--- config.mk ---
export PLATFORM = sky130hd
export DESIGN_NAME = alu_arbiter
export DESIGN_NICKNAME = d
export VERILOG_FILES = /design/src/rtl/alu_arb_pkg.sv /design/src/rtl/alu_arb_pick.sv /design/src/rtl/alu_arbiter.sv
export SDC_FILE = /design/constraint.sdc
export NUM_CORES = 1
export LEC_CHECK = 0
export CORE_AREA = 2 2 71 80
export CTS_BUF_LIST = sky130_fd_sc_hd__clkbuf_4 sky130_fd_sc_hd__clkbuf_8 sky130_fd_sc_hd__clkbuf_16
export CTS_CLUSTER_SIZE = 30
export DETAILED_ROUTE_END_ITERATION = 16
export DIE_AREA = 0 0 73 82
export GPL_TIMING_DRIVEN = 0
export PLACE_DENSITY = 0.76
export SLEW_MARGIN = 10
export SYNTH_ARGS = -nofsm -noshare
export SYNTH_HDL_FRONTEND = slang
export SYNTH_SLANG_ARGS = --single-unit
--- constraint.sdc ---
create_clock -name clk -period 1.85 [get_ports clk]
set_input_delay 0.2775 -clock clk [delete_from_list [all_inputs] [get_ports clk]]
set_output_delay 0.2775 -clock clk [all_outputs]
set_load 0.05 [all_outputs]
--- src/rtl/alu_arb_pkg.sv ---
// Shared types and constants for the two-port ALU arbiter.
// The build option ALU_ARB_RR_EN selects round-robin tie-breaking in alu_arb_pick.
package alu_arb_pkg;

    localparam int unsigned NUM_REQ  = 2;
    localparam int unsigned REQ_ID_W = 1;
    localparam int unsigned ST_W     = 3;

    typedef logic [ST_W-1:0] state_t;

    localparam state_t ST_IDLE = 3'b001;
    localparam state_t ST_EXEC = 3'b010;
    localparam state_t ST_RESP = 3'b100;

    localparam logic [5:0] OP_ADD = 6'h20;
    localparam logic [5:0] OP_SUB = 6'h22;
    localparam logic [5:0] OP_AND = 6'h24;
    localparam logic [5:0] OP_OR  = 6'h25;
    localparam logic [5:0] OP_XOR = 6'h26;
    localparam logic [5:0] OP_NOR = 6'h27;
    localparam logic [5:0] OP_SRA = 6'h03;
    localparam logic [5:0] OP_SRL = 6'h02;

endpackage

--- src/rtl/alu_arb_pick.sv ---
// Combinational winner selection between the two request sources.
// ALU_ARB_RR_EN: ties go to !last (round-robin); otherwise source 0 always wins ties.
module alu_arb_pick
    import alu_arb_pkg::*;
(
    input  logic [NUM_REQ-1:0]  valid,
    input  logic                last,
    output logic                any,
    output logic [REQ_ID_W-1:0] win
);

    assign any = |valid;

`ifdef ALU_ARB_RR_EN
    assign win = (valid[0] & valid[1]) ? ~last : ~valid[0];
`else
    logic unused_last;
    assign unused_last = last;
    assign win         = ~valid[0];
`endif

endmodule

--- src/rtl/alu_arbiter.sv ---
// Shares one combinational ALU between two valid/ready command sources.
// ALU_ARB_RR_EN: adds the round-robin pointer register used for tie-breaking.
module alu_arbiter
    import alu_arb_pkg::*;
#(
    parameter int unsigned NB_DATA = 8,
    parameter int unsigned NB_OP   = 6
) (
    input  logic               clk,
    input  logic               reset,
    input  logic               req0_valid,
    input  logic               req1_valid,
    input  logic [NB_OP-1:0]   req0_op,
    input  logic [NB_OP-1:0]   req1_op,
    input  logic [NB_DATA-1:0] req0_a,
    input  logic [NB_DATA-1:0] req1_a,
    input  logic [NB_DATA-1:0] req0_b,
    input  logic [NB_DATA-1:0] req1_b,
    output logic               req0_ready,
    output logic               req1_ready,
    output logic               rsp0_valid,
    output logic               rsp1_valid,
    output logic [NB_DATA-1:0] rsp_data,
    input  logic               rsp0_ready,
    input  logic               rsp1_ready,
    output logic [NB_OP-1:0]   alu_op,
    output logic [NB_DATA-1:0] alu_a,
    output logic [NB_DATA-1:0] alu_b,
    input  logic [NB_DATA-1:0] alu_result,
    output logic               busy,
    output logic               grant_id
);

    state_t               state_q, state_d;
    logic                 run_q;
    logic [NB_OP-1:0]     alu_op_q, alu_op_d;
    logic [NB_DATA-1:0]   alu_a_q, alu_a_d;
    logic [NB_DATA-1:0]   alu_b_q, alu_b_d;
    logic [NB_DATA-1:0]   rsp_data_q, rsp_data_d;
    logic [NUM_REQ-1:0]   rsp_valid_q, rsp_valid_d;
    logic                 busy_q, busy_d;
    logic [REQ_ID_W-1:0]  grant_q, grant_d;

    logic                 pick_any;
    logic [REQ_ID_W-1:0]  pick_win;
    logic                 last;
    logic                 accept;
    logic                 rsp_hs;

    alu_arb_pick u_pick (
        .valid ({req1_valid, req0_valid}),
        .last  (last),
        .any   (pick_any),
        .win   (pick_win)
    );

    assign accept     = (state_q == ST_IDLE) && run_q && pick_any;
    assign req0_ready = accept && (pick_win == 1'b0);
    assign req1_ready = accept && (pick_win == 1'b1);
    assign rsp_hs     = (state_q == ST_RESP) && rsp_valid_q[grant_q]
                        && (grant_q[0] ? rsp1_ready : rsp0_ready);

`ifdef ALU_ARB_RR_EN
    logic last_q;

    // Pointer records the owner of the most recently completed response.
    always_ff @(posedge clk or negedge reset) begin
        if (!reset)      last_q <= 1'b1;
        else if (rsp_hs) last_q <= grant_q[0];
    end
    assign last = last_q;
`else
    assign last = 1'b0;
`endif

    always_comb begin
        state_d     = state_q;
        alu_op_d    = alu_op_q;
        alu_a_d     = alu_a_q;
        alu_b_d     = alu_b_q;
        rsp_data_d  = rsp_data_q;
        rsp_valid_d = rsp_valid_q;
        grant_d     = grant_q;
        case (state_q)
            ST_IDLE: begin
                if (accept) begin
                    alu_op_d = pick_win[0] ? req1_op : req0_op;
                    alu_a_d  = pick_win[0] ? req1_a  : req0_a;
                    alu_b_d  = pick_win[0] ? req1_b  : req0_b;
                    grant_d  = pick_win;
                    state_d  = ST_EXEC;
                end
            end
            ST_EXEC: begin
                rsp_data_d           = alu_result;
                rsp_valid_d          = '0;
                rsp_valid_d[grant_q] = 1'b1;
                state_d              = ST_RESP;
            end
            ST_RESP: begin
                if (rsp_hs) begin
                    rsp_valid_d = '0;
                    state_d     = ST_IDLE;
                end
            end
            default: begin
                rsp_valid_d = '0;
                state_d     = ST_IDLE;
            end
        endcase
        busy_d = (state_d != ST_IDLE);
    end

    always_ff @(posedge clk or negedge reset) begin
        if (!reset) begin
            state_q     <= ST_IDLE;
            run_q       <= 1'b0;
            alu_op_q    <= '0;
            alu_a_q     <= '0;
            alu_b_q     <= '0;
            rsp_data_q  <= '0;
            rsp_valid_q <= '0;
            busy_q      <= 1'b0;
            grant_q     <= '0;
        end else begin
            state_q     <= state_d;
            run_q       <= 1'b1;
            alu_op_q    <= alu_op_d;
            alu_a_q     <= alu_a_d;
            alu_b_q     <= alu_b_d;
            rsp_data_q  <= rsp_data_d;
            rsp_valid_q <= rsp_valid_d;
            busy_q      <= busy_d;
            grant_q     <= grant_d;
        end
    end

    assign alu_op     = alu_op_q;
    assign alu_a      = alu_a_q;
    assign alu_b      = alu_b_q;
    assign rsp_data   = rsp_data_q;
    assign rsp0_valid = rsp_valid_q[0];
    assign rsp1_valid = rsp_valid_q[1];
    assign busy       = busy_q;
    assign grant_id   = grant_q[0];

endmodule

==> flow_metrics.py <==
metrics = {
    "global_routing": {
        "grt_util_met1_pct": 20.5,
        "antenna_found_initial": 0,
        "grt_util_met3_pct": 5.03,
        "busiest_layer": "met2",
        "grtUsageTotal_pct": 16.6,
        "grt_max_degree": 28,
        "grt_pass1_wl_mm": 7.62,
        "grt_use_met2_pct": 27.1,
        "grt_pass1_vias": 1615,
        "grt_overflow": 0,
    },
    "finish": {
        "area_growth_pct": 69.7,
        "nFillCells": 451,
        "final_core_util_pct": 56.7,
        "antenna_cells": 0,
        "layout-drive-gt1-share_pct": 14.8,
        "fin_nets": 314,
        "final-instance-count-excl-fill": 317,
    },
    "synthesis": {
        "synth_top_family_by_area": "simple AND/OR/NAND/NOR gates",
        "synth_ff_type": "dfrtp_1",
        "netlist_instances": 148,
        "ys_ff_latch": 38,
        "synth_area_sq_mm": 0.00174,
        "yosys-top-cells-area": "dfrtp_1 (53%), and3_1 (15%), a211o_1 (10%), mux2_2 (5.2%), buf_6 (3.2%)",
        "synth_top_area_share_pct": 53.1,
        "synth-simple-area-share_pct": 21.2,
        "synthMuxAreaShare_pct": 5.16,
        "synth.top_cells.by_count": "and3_1 (43), dfrtp_1 (37), a211o_1 (20)",
        "synth_area_per_cell_sq_um": 11.8,
        "synth_compound_area_share_pct": 13.6,
        "synthAdderAreaFrac_pct": 0,
        "synth_xor_area_share_pct": 0,
        "yosysMostFrequentCell": "and3_1",
        "synth_fp_nets": 206,
        "yosysSeqAreaShare_pct": 54.6,
        "synth_warnings": 0,
        "yosys.area.top_type": "dfrtp_1",
        "synth_edf_count": 0,
        "ys_types": 28,
        "synthArstFlopShare_pct": 100,
    },
    "sta": {
        "worst_pin_slew_ns": 0.680,
        "slew_viol_final": 0,
        "final_hold_viol_count": 0,
        "max_freq_mhz": 560,
        "setup_tns_ns": 0,
        "slew_headroom_pct": 54.5,
        "setup_viol": 0,
        "rsz0062_at_grt": "true",
        "min_period_ns": 1.78,
        "fin_skew_ns": 0.00541,
        "fin_hold_ws_ns": 0.413,
        "timing.final.crit_share_pct": 96.5,
    },
    "setup_path": {
        "reg2reg_to": "alu_a[4]$_DFFE_PN0P_",
        "timing_worst_setup_path_type": "flip-flop to output port",
        "crit-reg2reg-launch": "state_q[0]$_DFF_PN1_",
        "required_ns": 1.57,
        "cp-end-kind": "output port",
        "cp_common_cell": "buf_8",
        "cp_cell_sequence": "and4bb_1 > buf_6 > buf_8 > and2_4 > buf_8",
        "cp-start-kind": "flip-flop",
        "arrival_ns": 1.51,
        "cp-startpoint": "state_q[0]$_DFF_PN1_",
        "cp_top_family": "flip-flops",
        "crit_end": "req0_ready",
        "crit_path_max_fanout": 5,
        "worstRegToRegCells": 6,
        "r2r_slack_ns": 0.16,
        "crit_path_top_delay_cell": "dfstp_2",
        "worst-path-buf-inv": 3,
        "crit_path_max_incr_delay_ns": 0.53,
        "cp.depth": 5,
    },
    "cts": {
        "tritoncts": "done",
        "clkTransAtPathRegs_ns": 0.08,
        "cts_buffer_depth": 2,
        "cts_made_buffers": 5,
        "clk_latency_ns": 0.28,
        "htree_levels": 2,
        "cts_root_buf": "clkbuf_8",
        "cts.sinks": 38,
    },
    "pwr": {
        "power_density_mw_per_mm2": 1770,
        "irDropWorstVdd_mv": 0.969,
        "leakage_nw": 1.50,
    },
    "die": {
        "core_area_sq_mm": 0.00522,
        "dieHeight_microns": 82,
        "start_util_pct": 33.4,
        "row_count": 28,
        "die_area_sq_mm": 0.00599,
        "die_w_microns": 73,
        "pin_count": 94,
    },
    "detailed_routing": {
        "via_per_inst": 5.18,
        "first_pass_iters": 4,
        "wirelength_mm": 4.79,
        "ant_nets": 0,
        "drcViolationCount": 0,
        "num_vias": 1642,
        "wl_per_cell_microns": 15.1,
        "drt_iter0_markers": 59,
    },
    "placed_design": {
        "dp_hpwl_mm": 3.47,
        "place_congestion": 0.762,
        "port_buffers": 93,
        "placedCellCount": 302,
    },
    "hold_path": {
        "hold_class": "primary input to async pin",
    },
    "job": {
        "drv_cap": 0,
    },
    "run_status": {
        "status": "finished, final reports clean",
    },
}
cell usage in the layout, fill, tap and decap left out, types with 3 or more instances in the layout:
cell             count
clkdlybuf4s50_1     89
and3_1              43
dfrtp_1             37
a211o_1             20
mux2_2               8
buf_6                6
clkbuf_8             6
buf_4                6
nor2_1               3
inv_1                3
clkbuf_1             3
per-layer routing:
| layer | wire length (microns) | vias up |
|---|---|---|
| met2 | 2330 | 72 |
| met4 | 89 | 0 |
| met1 | 2060 | 792 |
| li1 | - | 768 |
| met5 | 0 | - |
| met3 | 318 | 10 |
where the power goes:
group          leakage (nW)  switching, mW  internal (mW)
clock                0.0619          0.283          0.454
sequential            0.471          0.219           1.21
combinational         0.971           1.84           1.22
total                  1.50           2.34           2.89
worst register-to-register path, stage by stage (launching register included):
cell	delay [ns]
dfstp_2	0.53
and4bb_1	0.20
buf_6	0.12
buf_4	0.13
o21ai_2	0.12
buf_6	0.18
a211o_1	0.29
cell families (layout without fill, tap and decap cells):
logic type | count (synthesis) | in the layout
other cells | 1 | 1
compound gates | 28 | 28
simple gates | 59 | 59
mux | 8 | 8
buf+inv | 14 | 123
flops | 38 | 38
worst min-delay path by stage:
stage,from,endpoint,cells past startpoint
after floorplan,reset,alu_a[0]$_DFFE_PN0P_,0
after global placement,alu_op[1]$_DFFE_PN0P_,alu_op[1]$_DFFE_PN0P_,1
after detailed placement,reset,alu_op[4]$_DFFE_PN0P_,1
after CTS,reset,alu_a[3]$_DFFE_PN0P_,2
after global routing,reset,alu_a[3]$_DFFE_PN0P_,2
final,reset,alu_b[1]$_DFFE_PN0P_,2
registers in the layout (all words and copies together) (netlist names), 2 cells and up:
register	cells
alu_a	8
alu_b	8
alu_op	6
rsp_data	8
rsp_valid_q	2
state_q	3
repair_timing:
item / CTS / global route
setup endpoints to repair: 3 / 2
pin swaps: 1 / 0
hold buffers: 1 / 0
gates resized for setup: 19 / 2
setup buffers: 3 / 3
endpoints found under the hold margin: 11 / 0
stage by stage:
stage | instance area [sq um] | worst slack (ns) | power [mW]
3_5_place_dp | 2770 | -0.692 | 4.43
4_1_cts | 2930 | -0.00198 | 5.24
6_report | 2960 | 0.0652 | 5.23
3_3_place_gp | 2750 | -0.709 | 4.39
5_1_grt | 2960 | -0.0205 | 5.48
2_1_floorplan | 1740 | 0.104 | 3.37
area by class of cell:
cell class	count	area (sq um)	share of cell area (%)
Inverter	3	11.3	0.381
Buffer	11	92.6	3.13
Tap cell	60	75.1	2.54
Sequential cell	38	952	32.2
Clock inverter	1	30.0	1.01
Timing Repair Buffer	101	1010	34.0
Multi-Input combinational cell	96	702	23.7
Clock buffer	7	90.1	3.04
No activity file was read; power rests on OpenSTA's default activity.
